## src/rtl/mips_ctrl_pkg.sv

```systemverilog
// ----------------------------------------------------------------------------
// mips_ctrl_pkg
//
// Definitions shared by the MIPS-subset control units (single-cycle and
// multi-cycle): opcode values, datapath mux encodings, the multi-cycle state
// encoding, and a bundle type for the Moore-decoded control word.
//
// decodeState() gives the control word that belongs to each multi-cycle state.
// It returns only the part that depends on the state alone. The bits that
// also depend on the memory handshake (IRWrite and PCWrite in FETCH, and the
// retire pulse on a store) are added by the FSM itself.
// ----------------------------------------------------------------------------
package mips_ctrl_pkg;

    // Instruction opcodes (IR[31:26])
    localparam logic [5:0] OP_RTYPE = 6'd0;
    localparam logic [5:0] OP_J     = 6'd2;
    localparam logic [5:0] OP_BEQ   = 6'd4;
    localparam logic [5:0] OP_ADDI  = 6'd8;
    localparam logic [5:0] OP_LW    = 6'd35;
    localparam logic [5:0] OP_SW    = 6'd43;

    // ALUOp encodings seen by the ALU control block
    localparam logic [1:0] ALUOP_ADD   = 2'd0;
    localparam logic [1:0] ALUOP_FUNCT = 2'd2;
    localparam logic [1:0] ALUOP_SUB   = 2'd3;

    // ALU B-operand select
    localparam logic [1:0] SRCB_RT      = 2'd0;
    localparam logic [1:0] SRCB_FOUR    = 2'd1;
    localparam logic [1:0] SRCB_IMM     = 2'd2;
    localparam logic [1:0] SRCB_IMM_SH2 = 2'd3;

    // Next-PC source select
    localparam logic [1:0] PCSRC_ALU    = 2'd0;
    localparam logic [1:0] PCSRC_ALUOUT = 2'd1;
    localparam logic [1:0] PCSRC_JUMP   = 2'd2;

    // Multi-cycle controller states
    typedef enum logic [3:0] {
        ST_IDLE      = 4'd0,
        ST_FETCH     = 4'd1,
        ST_DECODE    = 4'd2,
        ST_MEM_ADDR  = 4'd3,
        ST_MEM_RD    = 4'd4,
        ST_LW_WB     = 4'd5,
        ST_MEM_WR    = 4'd6,
        ST_R_EXEC    = 4'd7,
        ST_R_WB      = 4'd8,
        ST_ADDI_EXEC = 4'd9,
        ST_ADDI_WB   = 4'd10,
        ST_BRANCH    = 4'd11,
        ST_JUMP      = 4'd12
    } state_t;

    // Moore part of the control word
    typedef struct packed {
        logic       pcWrite;
        logic       pcWriteCond;
        logic       iorD;
        logic       memRead;
        logic       memWrite;
        logic       memtoReg;
        logic       regDst;
        logic       regWrite;
        logic       aluSrcA;
        logic [1:0] aluSrcB;
        logic [1:0] aluOp;
        logic [1:0] pcSource;
        logic       instrDone;
    } ctrl_t;

    // State-only control word; anything not set stays 0
    function automatic ctrl_t decodeState(input state_t state);
        ctrl_t c;
        c = '0;
        case (state)
            ST_FETCH: begin
                c.memRead  = 1'b1;
                c.iorD     = 1'b0;
                c.aluSrcA  = 1'b0;
                c.aluSrcB  = SRCB_FOUR;
                c.aluOp    = ALUOP_ADD;
                c.pcSource = PCSRC_ALU;
            end
            ST_DECODE: begin
                // Branch target is precomputed here in case the opcode is beq
                c.aluSrcA = 1'b0;
                c.aluSrcB = SRCB_IMM_SH2;
                c.aluOp   = ALUOP_ADD;
            end
            ST_MEM_ADDR, ST_ADDI_EXEC: begin
                c.aluSrcA = 1'b1;
                c.aluSrcB = SRCB_IMM;
                c.aluOp   = ALUOP_ADD;
            end
            ST_MEM_RD: begin
                c.memRead = 1'b1;
                c.iorD    = 1'b1;
            end
            ST_LW_WB: begin
                c.regWrite  = 1'b1;
                c.memtoReg  = 1'b1;
                c.regDst    = 1'b0;
                c.instrDone = 1'b1;
            end
            ST_MEM_WR: begin
                c.memWrite = 1'b1;
                c.iorD     = 1'b1;
            end
            ST_R_EXEC: begin
                c.aluSrcA = 1'b1;
                c.aluSrcB = SRCB_RT;
                c.aluOp   = ALUOP_FUNCT;
            end
            ST_R_WB: begin
                c.regWrite  = 1'b1;
                c.regDst    = 1'b1;
                c.memtoReg  = 1'b0;
                c.instrDone = 1'b1;
            end
            ST_ADDI_WB: begin
                c.regWrite  = 1'b1;
                c.regDst    = 1'b0;
                c.instrDone = 1'b1;
            end
            ST_BRANCH: begin
                c.aluSrcA     = 1'b1;
                c.aluSrcB     = SRCB_RT;
                c.aluOp       = ALUOP_SUB;
                c.pcWriteCond = 1'b1;
                c.pcSource    = PCSRC_ALUOUT;
                c.instrDone   = 1'b1;
            end
            ST_JUMP: begin
                c.pcWrite   = 1'b1;
                c.pcSource  = PCSRC_JUMP;
                c.instrDone = 1'b1;
            end
            default: c = '0;
        endcase
        return c;
    endfunction

endpackage

```

## src/rtl/multicycle_control_mem_stall_timer.sv

```systemverilog
// ----------------------------------------------------------------------------
// mem_stall_timer
//
// Counts consecutive cycles that the controller spends stalled on the memory
// handshake and raises a sticky error flag once the count reaches MEM_TIMEOUT.
// The flag is only an indication: the FSM keeps waiting for mem_ready.
//
// Ports:
//   i_clk          rising-edge clock
//   i_rst_n        synchronous active-low reset (clears count and flag)
//   i_waiting      controller is in a state that waits on memory
//   i_memReady     memory completes the current access this cycle
//   i_stateChange  controller moves to a different state at the next edge
//   o_memErr       sticky timeout flag
// ----------------------------------------------------------------------------
module mem_stall_timer #(
    parameter int MEM_TIMEOUT = 15
) (
    input  logic i_clk,
    input  logic i_rst_n,
    input  logic i_waiting,
    input  logic i_memReady,
    input  logic i_stateChange,
    output logic o_memErr
);

    localparam logic [3:0] TIMEOUT = 4'(MEM_TIMEOUT);

    logic [3:0] r_stallCount;
    logic       r_memErr;
    logic [3:0] w_countInc;
    logic       w_stalled;

    assign w_countInc = r_stallCount + 4'd1;
    assign w_stalled  = i_waiting && !i_memReady;

    // Stall counter and sticky error flag. Any state change restarts the
    // count so only a single uninterrupted wait can trip the timeout; the
    // count stops at TIMEOUT so it never wraps back to a harmless value.
    always_ff @(posedge i_clk) begin
        if (!i_rst_n) begin
            r_stallCount <= 4'd0;
            r_memErr     <= 1'b0;
        end else if (i_stateChange) begin
            r_stallCount <= 4'd0;
        end else if (w_stalled && (r_stallCount != TIMEOUT)) begin
            r_stallCount <= w_countInc;
            if (w_countInc == TIMEOUT) begin
                r_memErr <= 1'b1;
            end
        end
    end

    assign o_memErr = r_memErr;

endmodule

```

## src/rtl/multicycle_control.sv

```systemverilog
// ----------------------------------------------------------------------------
// multicycle_control
//
// Control FSM for the multi-cycle MIPS-subset datapath (shared memory, one
// ALU). It steps each instruction through fetch, decode, execute, memory and
// writeback, and it waits on the memory ready handshake.
//
// Ports:
//   i_clk, i_rst_n     clock and synchronous active-low reset
//   i_opcode           IR[31:26], valid from DECODE onward
//   i_mem_ready        memory completes the current access this cycle
//   i_zero             ALU zero flag (used by the datapath's PC-write gate)
//   o_PCWrite ..       datapath enables and mux selects
//   o_instr_done       one-cycle pulse when an instruction retires
//   o_illegal_op       one-cycle pulse in DECODE for an unsupported opcode
//   o_mem_err          sticky memory-timeout flag
//
// The control word is registered. It is loaded from the decode of the next
// state, so it always matches the current state and has no combinational
// path from i_opcode. Only three bits also depend on i_mem_ready in the
// current cycle: IRWrite/PCWrite in FETCH and instr_done on the cycle that
// completes a store. illegal_op comes from the DECODE next-state decision.
// ----------------------------------------------------------------------------
module multicycle_control
    import mips_ctrl_pkg::*;
#(
    parameter int MEM_TIMEOUT = 15
) (
    input  logic       i_clk,
    input  logic       i_rst_n,
    input  logic [5:0] i_opcode,
    input  logic       i_mem_ready,
    input  logic       i_zero,
    output logic       o_PCWrite,
    output logic       o_PCWriteCond,
    output logic       o_IorD,
    output logic       o_MemRead,
    output logic       o_MemWrite,
    output logic       o_IRWrite,
    output logic       o_MemtoReg,
    output logic       o_RegDst,
    output logic       o_RegWrite,
    output logic       o_ALUSrcA,
    output logic [1:0] o_ALUSrcB,
    output logic [1:0] o_ALUOp,
    output logic [1:0] o_PCSource,
    output logic       o_instr_done,
    output logic       o_illegal_op,
    output logic       o_mem_err
);

    state_t r_state;
    ctrl_t  r_ctrl;
    logic   r_inFetch;
    logic   r_inMemWr;

    state_t w_nextState;
    logic   w_illegal;
    logic   w_waiting;
    logic   w_stateChange;
    logic   w_unusedZero;

    // The branch decision (PCWriteCond & zero) is made in the datapath, so
    // the controller only passes zero through the unused-signal sink.
    assign w_unusedZero = i_zero;

    // Next-state selection. Wait states hold until the memory reports
    // completion. An unsupported opcode in DECODE goes back to FETCH and
    // raises illegal_op for that one cycle.
    always_comb begin
        w_nextState = r_state;
        w_illegal   = 1'b0;
        case (r_state)
            ST_IDLE:      w_nextState = ST_FETCH;
            ST_FETCH:     if (i_mem_ready) w_nextState = ST_DECODE;
            ST_DECODE: begin
                case (i_opcode)
                    OP_RTYPE:     w_nextState = ST_R_EXEC;
                    OP_LW, OP_SW: w_nextState = ST_MEM_ADDR;
                    OP_ADDI:      w_nextState = ST_ADDI_EXEC;
                    OP_BEQ:       w_nextState = ST_BRANCH;
                    OP_J:         w_nextState = ST_JUMP;
                    default: begin
                        w_nextState = ST_FETCH;
                        w_illegal   = 1'b1;
                    end
                endcase
            end
            ST_MEM_ADDR:  w_nextState = (i_opcode == OP_LW) ? ST_MEM_RD : ST_MEM_WR;
            ST_MEM_RD:    if (i_mem_ready) w_nextState = ST_LW_WB;
            ST_LW_WB:     w_nextState = ST_FETCH;
            ST_MEM_WR:    if (i_mem_ready) w_nextState = ST_FETCH;
            ST_R_EXEC:    w_nextState = ST_R_WB;
            ST_R_WB:      w_nextState = ST_FETCH;
            ST_ADDI_EXEC: w_nextState = ST_ADDI_WB;
            ST_ADDI_WB:   w_nextState = ST_FETCH;
            ST_BRANCH:    w_nextState = ST_FETCH;
            ST_JUMP:      w_nextState = ST_FETCH;
            default:      w_nextState = ST_IDLE;
        endcase
    end

    // State register plus the registered control word. Reset drops straight
    // to IDLE with an all-zero word, so an interrupted instruction leaves no
    // partial write behind.
    always_ff @(posedge i_clk) begin
        if (!i_rst_n) begin
            r_state   <= ST_IDLE;
            r_ctrl    <= '0;
            r_inFetch <= 1'b0;
            r_inMemWr <= 1'b0;
        end else begin
            r_state   <= w_nextState;
            r_ctrl    <= decodeState(w_nextState);
            r_inFetch <= (w_nextState == ST_FETCH);
            r_inMemWr <= (w_nextState == ST_MEM_WR);
        end
    end

    assign w_waiting     = (r_state == ST_FETCH) || (r_state == ST_MEM_RD) ||
                           (r_state == ST_MEM_WR);
    assign w_stateChange = (w_nextState != r_state);

    mem_stall_timer #(
        .MEM_TIMEOUT (MEM_TIMEOUT)
    ) u_stallTimer (
        .i_clk         (i_clk),
        .i_rst_n       (i_rst_n),
        .i_waiting     (w_waiting),
        .i_memReady    (i_mem_ready),
        .i_stateChange (w_stateChange),
        .o_memErr      (o_mem_err)
    );

    // The instruction register and the PC+4 update only commit once the
    // fetch read has actually returned data.
    assign o_IRWrite     = r_inFetch && i_mem_ready;
    assign o_PCWrite     = r_ctrl.pcWrite || (r_inFetch && i_mem_ready);
    assign o_instr_done  = r_ctrl.instrDone || (r_inMemWr && i_mem_ready);
    assign o_illegal_op  = w_illegal;

    assign o_PCWriteCond = r_ctrl.pcWriteCond;
    assign o_IorD        = r_ctrl.iorD;
    assign o_MemRead     = r_ctrl.memRead;
    assign o_MemWrite    = r_ctrl.memWrite;
    assign o_MemtoReg    = r_ctrl.memtoReg;
    assign o_RegDst      = r_ctrl.regDst;
    assign o_RegWrite    = r_ctrl.regWrite;
    assign o_ALUSrcA     = r_ctrl.aluSrcA;
    assign o_ALUSrcB     = r_ctrl.aluSrcB;
    assign o_ALUOp       = r_ctrl.aluOp;
    assign o_PCSource    = r_ctrl.pcSource;

endmodule

```

## config.mk

```make
export PLATFORM = sky130hd
export DESIGN_NAME = multicycle_control
export DESIGN_NICKNAME = d
export VERILOG_FILES = /design/src/rtl/mips_ctrl_pkg.sv /design/src/rtl/multicycle_control_mem_stall_timer.sv /design/src/rtl/multicycle_control.sv
export SDC_FILE = /design/constraint.sdc
export NUM_CORES = 1
export LEC_CHECK = 0
export CAP_MARGIN = 20
export CORE_MARGIN = 5
export CORE_UTILIZATION = 40
export CTS_CLUSTER_SIZE = 16
export DETAILED_ROUTE_END_ITERATION = 12
export PLACE_DENSITY = 0.66
export SLEW_MARGIN = 25
export SYNTH_ARGS = -nofsm -noshare
export SYNTH_HDL_FRONTEND = slang
export SYNTH_SLANG_ARGS = --single-unit
```

## constraint.sdc

```tcl
create_clock -name i_clk -period 1.85 [get_ports i_clk]
set_input_delay 0.37 -clock i_clk [delete_from_list [all_inputs] [get_ports i_clk]]
set_output_delay 0.37 -clock i_clk [all_outputs]
set_load 0.005 [all_outputs]
```

# After elaboration in Yosys (flattened, before gate mapping)
# Index checks and enable logic that the tools add are counted.
[totals]
memories = 0
ff_bits = 27
ramBits = 0
romBits = 0
latchBits = 0
[op_classes]
bitwise_logic = 2
reduce_logical = 21
muxes = 18
n_lt_le_gt_ge = 0
multipliers = 0
n_addsub = 1
n_eq_ne = 32
n_div = 0
shift = 0
[ops]
columns = ["operator", "n"]
rows = [
  ["== test 4 bit, second input constant", 11],
  ["== test 4 x 3 -> 1 bit, second input constant", 8],
  ["case mux 4 bit (8 select lines)", 1],
  ["case mux 5 bit (5 select lines)", 1],
  ["case mux 4 bit (5 select lines)", 1],
  ["== test 4 x 2 -> 1 bit, second input constant", 4],
  ["== test 6 bit, second input constant", 2],
  ["two-way mux 4 bit", 3],
  ["OR reduction 2 bit", 6],
  ["OR reduction 6 bit", 2],
  ["two-way mux 1 bit", 9],
  ["== test 4 x 1 -> 1 bit, second input constant", 2],
  ["case mux 2 bit (2 select lines)", 2],
  ["== test 6 x 2 -> 1 bit, second input constant", 1],
  ["== test 6 x 3 -> 1 bit, second input constant", 1],
  ["== test 6 x 4 -> 1 bit, second input constant", 1],
  ["logical NOT 6 bit", 1],
  ["OR reduction 5 bit", 1],
  ["adder 4 x 1 -> 4 bit, second input constant", 1],
  ["logical AND 1 bit", 4],
  ["logical NOT 4 bit", 1],
  ["logical OR 1 bit", 4],
  ["inequality test 4 bit", 1],
  ["inequality test 4 bit, second input constant", 1],
  ["4 further kinds", 5],
]

# Depth between registers and ports, before layout
# Gate-level depths: netlist (run 1).
[logic_depth]
word_depth = 7
depth_mapped = 7
mapped_depth_nobuf = 5

# Hierarchy
# Synthesis (run 1) repeated with hierarchy kept, for this count alone.
[hier_totals]
hier_cells = 149
hier_area_um2 = 1342.5
[by_module_without_submodules]
columns = ["mod", "seq_area_each_um2", "cells_per_inst", "area_each_um2", "instances"]
rows = [
  ["multicycle_control", 380.4, 118, 1067.3, 1],
  ["mem_stall_timer", 100.1, 31, 275.3, 1],
]

# Least setup slack after synthesis (run 1)
# No wires, ideal clock.
[synth_timing]
kind = "reg-to-reg"
from = "reg r_state[3]"
to = "reg r_ctrl[0] (netlist bit)"
arrival_time_ns = 1.603
path_stages_with_launch = 6
path_buffers = 1
setup_ns = 0.067
period_less_slack_ns = 1.670
slack_ns = 0.180
path_cell_list = "dfxtp_1 > buf_6 > or4b_4 > o21a_4 > mux2_4 > o21ai_2"
[synth_via]
elab_chain_len = 6
[synth_rtl]
columns = ["element", "line_no", "source"]
rows = [
  ["start, declared", "multicycle_control.sv:52", "state_t r_state;"],
  ["start signal, assigned", "multicycle_control.sv:113", "r_state <= w_nextState;"],
  ["== test 4 bit, or another cell as far along", "multicycle_control.sv:73", "case (r_state)"],
  ["OR reduction 6 bit (no line)", "-", ""],
  ["case mux 4 bit (8 select lines) *", "multicycle_control.sv:73", ""],
  ["== test 4 bit / == test 4 x 3 -> 1 bit (equally long branches)", "mips_ctrl_pkg.sv:77", "case (state)"],
  ["OR reduction 5 bit (no line) *", "-", ""],
  ["two-way mux 1 bit *", "mips_ctrl_pkg.sv:77", ""],
  ["end signal, assigned", "multicycle_control.sv:114", "r_ctrl <= decodeState(w_nextState);"],
  ["end, declared", "multicycle_control.sv:53", "ctrl_t r_ctrl;"],
]
# Every way passes the cells marked *; elsewhere a longest branch is shown, timed or not.
# A chain may end at the register's enable or synchronous reset.

# Worst setup path in the final report (run 1)
[layout_timing]
from = "reg r_state[2]"
to = "out o_illegal_op"
[layout_via]
elab_chain_len = 2
[layout_rtl]
columns = ["element", "line_no", "source"]
rows = [
  ["== test 4 x 2 -> 1 bit", "multicycle_control.sv:73", ""],
  ["two-way mux 1 bit", "multicycle_control.sv:73", ""],
  ["end, declared", "multicycle_control.sv:48", "output logic o_illegal_op,"],
]
# Every way passes these cells.

==> results of run 1 <==
area by class of cell:
cell class	count	area [um^2]	share of cell area (%)
Tap cell	44	55.1	2.97
Timing Repair Buffer	56	494	26.7
Sequential cell	25	503	27.2
Clock buffer	4	26.3	1.42
Inverter	3	11.3	0.609
Multi-Input combinational cell	98	761	41.1
cells by family (layout without fill, tap and decap cells):
family	Yosys count	count (layout)	share of synthesized area, %
compound gates	31	31	19.6
xor+xnor	4	4	2.76
fa+ha+maj	2	2	1.97
buf+inv	15	63	7.87
flops	25	25	39.4
mux	1	1	1.18
simple gates	60	60	27.3
state kept, by name, summed over array words and instances, names as in the netlist:
name,cells
r_state,4
u_stallTimer.r_stallCount,4
o_MemtoReg,1
o_IorD,1
o_RegWrite,1
o_RegDst,1
o_PCSource,2
o_MemRead,1
o_ALUOp,2
r_ctrl,1
o_PCWriteCond,1
o_ALUSrcB,2
u_stallTimer.o_memErr,1
o_MemWrite,1
r_inFetch,1
o_ALUSrcA,1
power by group:
group,switching (mW),internal (mW),leakage (nW),total [mW]
Sequential,0.00724,0.559,0.204,0.566
Clock,0.153,0.0841,0.0150,0.237
Combinational,0.129,0.136,0.531,0.265
worst max-delay path by stage:
stage	to	slack [ps]	depth (start not counted)
global placement	o_MemWrite	-420	6
floorplan	r_ctrl[0]	180	5
CTS	o_illegal_op	-30	3
detailed placement	o_illegal_op	-480	5
global route	o_illegal_op	-50	3
finish	o_illegal_op	-10	3
cells in the final DEF (no fill, tap or decap), types with 3 or more instances in the layout:
cell	netlist	layout
buf_4	7	25
dfxtp_1	25	23
clkdlybuf4s50_1	0	18
nor2_1	17	17
nand2_1	14	13
dlygate4sd2_1	0	6
buf_6	2	4
o21ai_0	3	3
nor3_1	6	3
xor2_1	3	3
nor3_2	0	3
clkbuf_4	0	3
what timing repair did:
item                                    4_1_cts  5_1_grt
setup buffers                                 1        2
gates resized for setup                      23       14
endpoints found under the setup margin       17        9
pin swaps                                     5        7
metal layers:
| layer | GRT usage (%) | wire [um] | vias up |
|---|---|---|---|
| met5 | 0 | 0 | - |
| met4 | 1.52 | 12 | 0 |
| met2 | 26.4 | 1690 | 21 |
| met3 | 3.74 | 94 | 2 |
| li1 | - | - | 585 |
| met1 | 16.0 | 1300 | 537 |
critical path: cells and delay by family, from the launching register on:
family | cells | cell delay (ps)
simple gates | 1 | 550
flops | 1 | 340
compound gates | 1 | 160
buf+inv | 1 | 140
metrics by stage:
stage | utilization [%] | hold slack, ps
after detailed placement | 55.8 | 477
after global placement | 55.8 | 476
after CTS | 58.2 | 512
final | 60.6 | 508
after global routing | 60.6 | 597
after floorplan | - | 461
==> run metrics, run 1 <==
status=complete, but fails checks; failing checks=setup timing; EDFF count, synth=0; crit path DAT=1490 ps; fin crit period=~1900 ps; Die Ht=66.4 um; ratio of cells with drive above 1 in the final layout=34.4%; drt wl/cell=13.5 um; Starting DRT DRC Count=44; worst setup margin=-12.1 ps; RSZ-0062 raised after global routing=yes; Placed Area=0.00170 mm^2; Worst VDD drop=0.552 mV; core area=0.00305 mm^2; Final #Nets=199; Hold Crit Class=register to register; syn_nets=150; crit path kind=register to output pin; register bit total from synthesis=25; Leak=0.750 nW; Final Hold Vio Count=0; drt drc=0; top-count cell post-synth=dfxtp_1; H-tree Lvls=1; Primary FF master, synth=dfxtp_1; Req. time, crit path=around 1500 ps; # fillers=279; I/O Pins=29; non-filler cells, final=230; DR vias/cell=4.98; die area=0.00441 mm^2; Synth top area share=39.4%; Synth warnings=0; Hold Path Sink=u_stallTimer.o_memErr; Antenna Diode Count=0; Worst Tran Pin Value=338 ps; total grt overflow=0; top post-synthesis cells by area=dfxtp_1 39%, nor2_1 5.0%, buf_4 4.1%; Initial DRT Pass Iterations=4; initial antenna violation count=0; Final ANT Viol Nets=0; Tot Pwr=1.07 mW; initial core utilization=41.6%; vias in the first global route=1072; CP endpoint kind=output pin; final WL=3100 um; Post-Layout Inst Area=0.00185 mm^2; Num CTS Buffers=3; area leader, netlist=dfxtp_1; CP Launch Type=register; Crit Reg-Reg Endpoint=r_ctrl[0]; largest net degree at the start of global routing=14; Placed Cells=223; global-route wire length before repair=about 4800 um; r2r startpoint=r_state[2]; port buffer count=27; final setup fails=1; Synth Instances=about 140; HP Start=u_stallTimer.o_memErr; worst path cell trace=or4b_4 -> a211oi_2 -> buf_2; Reg clk slew, reported paths=between 100 and 150 ps; vias=1145; most frequent cells after synthesis=25 x dfxtp_1, 17 x nor2_1, 14 x nand2_1; Setup Skew=11.4 ps; max cap viols=0; maximum clock rate=537 MHz; Setup TNS=-12.1 ps; Std-Cell Rows=20; CP Launch Point=r_state[2]; pins over their slew limit=0; root buffer cell=clkbuf_4; Placer Congestion=0.811; max_slew headroom=a little under 80%; post-cts hold buffer count=0; CP Max Fanout=2; critical path's slowest cell=or4b_4; Distinct cells, synth=48; period utilization=101%; sequential area share after synthesis=39.4%; R2R setup slack=50 ps; synthesized area=0.00127 mm^2; total global-route track usage=14.0%; Die W=around 66 um; area grow syn2layout=45.6%; Synth Area per Inst=between 9 and 10 um^2; deepest clock path buffer count=2; Power Dens Cells=577 mW/mm^2; share of flip-flops with an asynchronous set or reset=0%; hold depth=2; CP max stage delay=550 ps; dpl ws=-477 ps; clk sink count=25; Detailed Place HPWL=2330 um; CTS tree=done; depth of the worst register-to-register path=6; worst-skew pair later-pin latency=310 ps
No activity file was read; power rests on OpenSTA's default activity.
==> run 2: changes to the inputs <==
--- a/config.mk
+++ b/config.mk
@@ -15,3 +15,4 @@
 export SYNTH_ARGS = -nofsm -noshare
 export SYNTH_HDL_FRONTEND = slang
 export SYNTH_SLANG_ARGS = --single-unit
+export TNS_END_PERCENT = 5
==> run 2 against run 1 <==
Net effect: the flow still finishes with violations (setup timing); critical path depth stayed put; first-iteration DRC count fell by 23%; design area is 0.68% lower; count of clock-buffer cells in the layout did not move; maximum frequency about the same; sequential share of layout area up 0.18 points; highest routed layer unchanged.
==> run metrics, run 2 (synthesis gave the netlist of run 1 again) <==
status=complete, but fails checks; failing checks=setup timing; Num CTS Buffers=3 (unchanged); CTS tree=done; WHS=508 ps (-0.0210 ps); worst setup margin=-11.4 ps (+0.786 ps); total global-route track usage=14.0% (-0.035 points); most common cell after layout, fill and taps aside=buf_4; DR vias/cell=4.96 (-0.35%); core area=0.00305 mm^2 (unchanged); Final Hold Vio Count=0 (unchanged); area grow syn2layout=44.6%; Sw Pwr=0.283 mW (-2.2%); final setup fails=1 (unchanged); Initial DRT Pass Iterations=4 (unchanged); vias in the first global route=1074 (+0.19%); CP Launch Type=register; Worst Tran Pin Value=343 ps (+4.34 ps); Power Dens Cells=576 mW/mm^2 (-0.17%); Detailed Place HPWL=2330 um (unchanged); max_slew headroom=77.0% (-0.29 points); Post-Layout Inst Area=0.00184 mm^2 (-0.68%); die area=0.00441 mm^2 (unchanged); CP endpoint kind=output pin; vias=1141 (-0.35%); clk sink count=25 (unchanged); Placed Area=0.00170 mm^2 (unchanged); initial core utilization=41.6% (unchanged); Die W=66.4 um (unchanged); most frequent cells in the layout=27 x buf_4, 23 x dfxtp_1, 18 x clkdlybuf4s50_1, 17 x nor2_1, 13 x nand2_1; I/O Pins=29 (unchanged); dpl ws=-477 ps (unchanged); non-filler cells, final=230 (unchanged); max cap viols=0 (unchanged); crit path kind=register to output pin; Seq pwr share=53.4% (+0.4 points); Setup Skew=8.26 ps (-3.10 ps); Reg clk slew, reported paths=120 ps (about the same); Placer Congestion=0.811 (unchanged); crit path DAT=1490 ps (about the same); ratio of cells with drive above 1 in the final layout=33.9% (-0.54 points); largest net degree at the start of global routing=14 (unchanged); Req. time, crit path=1480 ps (about the same); RSZ-0062 raised after global routing=yes; worst-skew pair later-pin latency=310 ps (about the same); Placed Cells=223 (unchanged); port buffer count=27 (unchanged); Hold Crit Class=register to register; biggest regs=r_state (4), u_stallTimer.r_stallCount (4); pins over their slew limit=0 (unchanged); Std-Cell Rows=20 (unchanged); CP max stage delay=550 ps (about the same); global-route wire length before repair=4790 um (-0.29%); Net Sw Frac=26.7% (-0.38 points); deepest clock path buffer count=2 (unchanged); Clk network pwr share=22.2% (about the same); drt drc=0 (unchanged); CP Max Fanout=2 (unchanged); root buffer cell=clkbuf_4; period utilization=101% (about the same); final core utilization=60.2% (-0.41 points); maximum clock rate=537 MHz (about the same); Logic pwr share=24.4% (-0.4 points); H-tree Lvls=1 (unchanged); final WL=3020 um (-2.5%); Final ANT Viol Nets=0 (unchanged); register area=503 um^2 (unchanged); worst path cell trace=or4b_4 -> a211oi_2 -> buf_2; Leak=0.746 nW (-0.46%); Power Internal=0.777 mW (-0.33%); # fillers=282 (+1.1%); Crit path max-delay family=simple AND/OR/NAND/NOR gates; critical path's slowest cell=or4b_4; Die Ht=66.4 um (unchanged); initial antenna violation count=0 (unchanged); Final #Nets=199 (unchanged); Antenna Diode Count=0 (unchanged); area of the multi-input gates=756 um^2 (-0.66%); Worst VDD drop=0.552 mV (about the same); drt wl/cell=13.1 um (-2.5%); Starting DRT DRC Count=34 (-23%); Buf/Inv on CP=1 (unchanged); total grt overflow=0 (unchanged); fin crit period=1860 ps (-0.786 ps)
==> run 2: cell counts in the layout (fill, tap and decap cells not counted) <==
Identical to the previous run, type by type.
==> run 2: final cells by class <==
cell class                 count  area share (%)
multi-input combinational     98            41.1
sequential                    25            27.4
timing repair buffer          56            26.5
tap                           44            3.00
clock buffer                   4            1.43
inverter                       3           0.613
==> run 2: metal layers <==
metal / up-vias / routed length, um / GRT usage, %
li1: 586 / - / -
met4: 0 / 12 / 1.52
met1: 533 / 1250 / 15.9
met2: 20 / 1650 / 26.4
met3: 2 / 106 / 3.74
met5: - / 0 / 0
==> run 2: worst min-delay path: cells and delay by family, from the launching register on <==
family	cells	cell delay, ps
AOI/OAI and AO/OA	1	40
DFF	1	350
and+or+nand+nor	1	80
==> run 2: repair_timing <==
action / CTS / global route
pin swaps: 4 / 6
gates cloned: 0 / 0
setup buffers: 1 / 2
setup endpoints to repair: 17 / 12
resized for setup: 22 / 12
hold endpoints to repair: 0 / 0
hold buffers: 0 / 0
==> run 2: power groups by stage <==
stage / registers (mW) / clock network [mW] / logic (mW)
CTS: 0.566 / 0.241 / 0.239
global route: 0.569 / 0.270 / 0.278
finish: 0.566 / 0.235 / 0.259
detailed placement: 0.578 / 0 / 0.231
floorplan: 0.577 / 0 / 0.123
global placement: 0.578 / 0 / 0.225
==> run 2: path summary, 6_finish.rpt <==
path / start / endpoint / slack (ps) / cells past startpoint
setup / recovery: r_state[2] / o_illegal_op / -10 / 3
hold / removal: u_stallTimer.o_memErr / u_stallTimer.o_memErr / 510 / 2
setup reg to reg: r_state[3] / o_RegDst / 30 / 7
hold reg to reg: u_stallTimer.o_memErr / u_stallTimer.o_memErr / 510 / 2
==> run 2: metrics by stage <==
| step | power (mW) | setup TNS [ps] |
|---|---|---|
| CTS | 1.05 | -79.3 |
| global placement | 0.803 | -7370 |
| floorplan | 0.700 | 0 |
| finish | 1.06 | -11.4 |
| global route | 1.12 | -136 |
| detailed placement | 0.809 | -8290 |
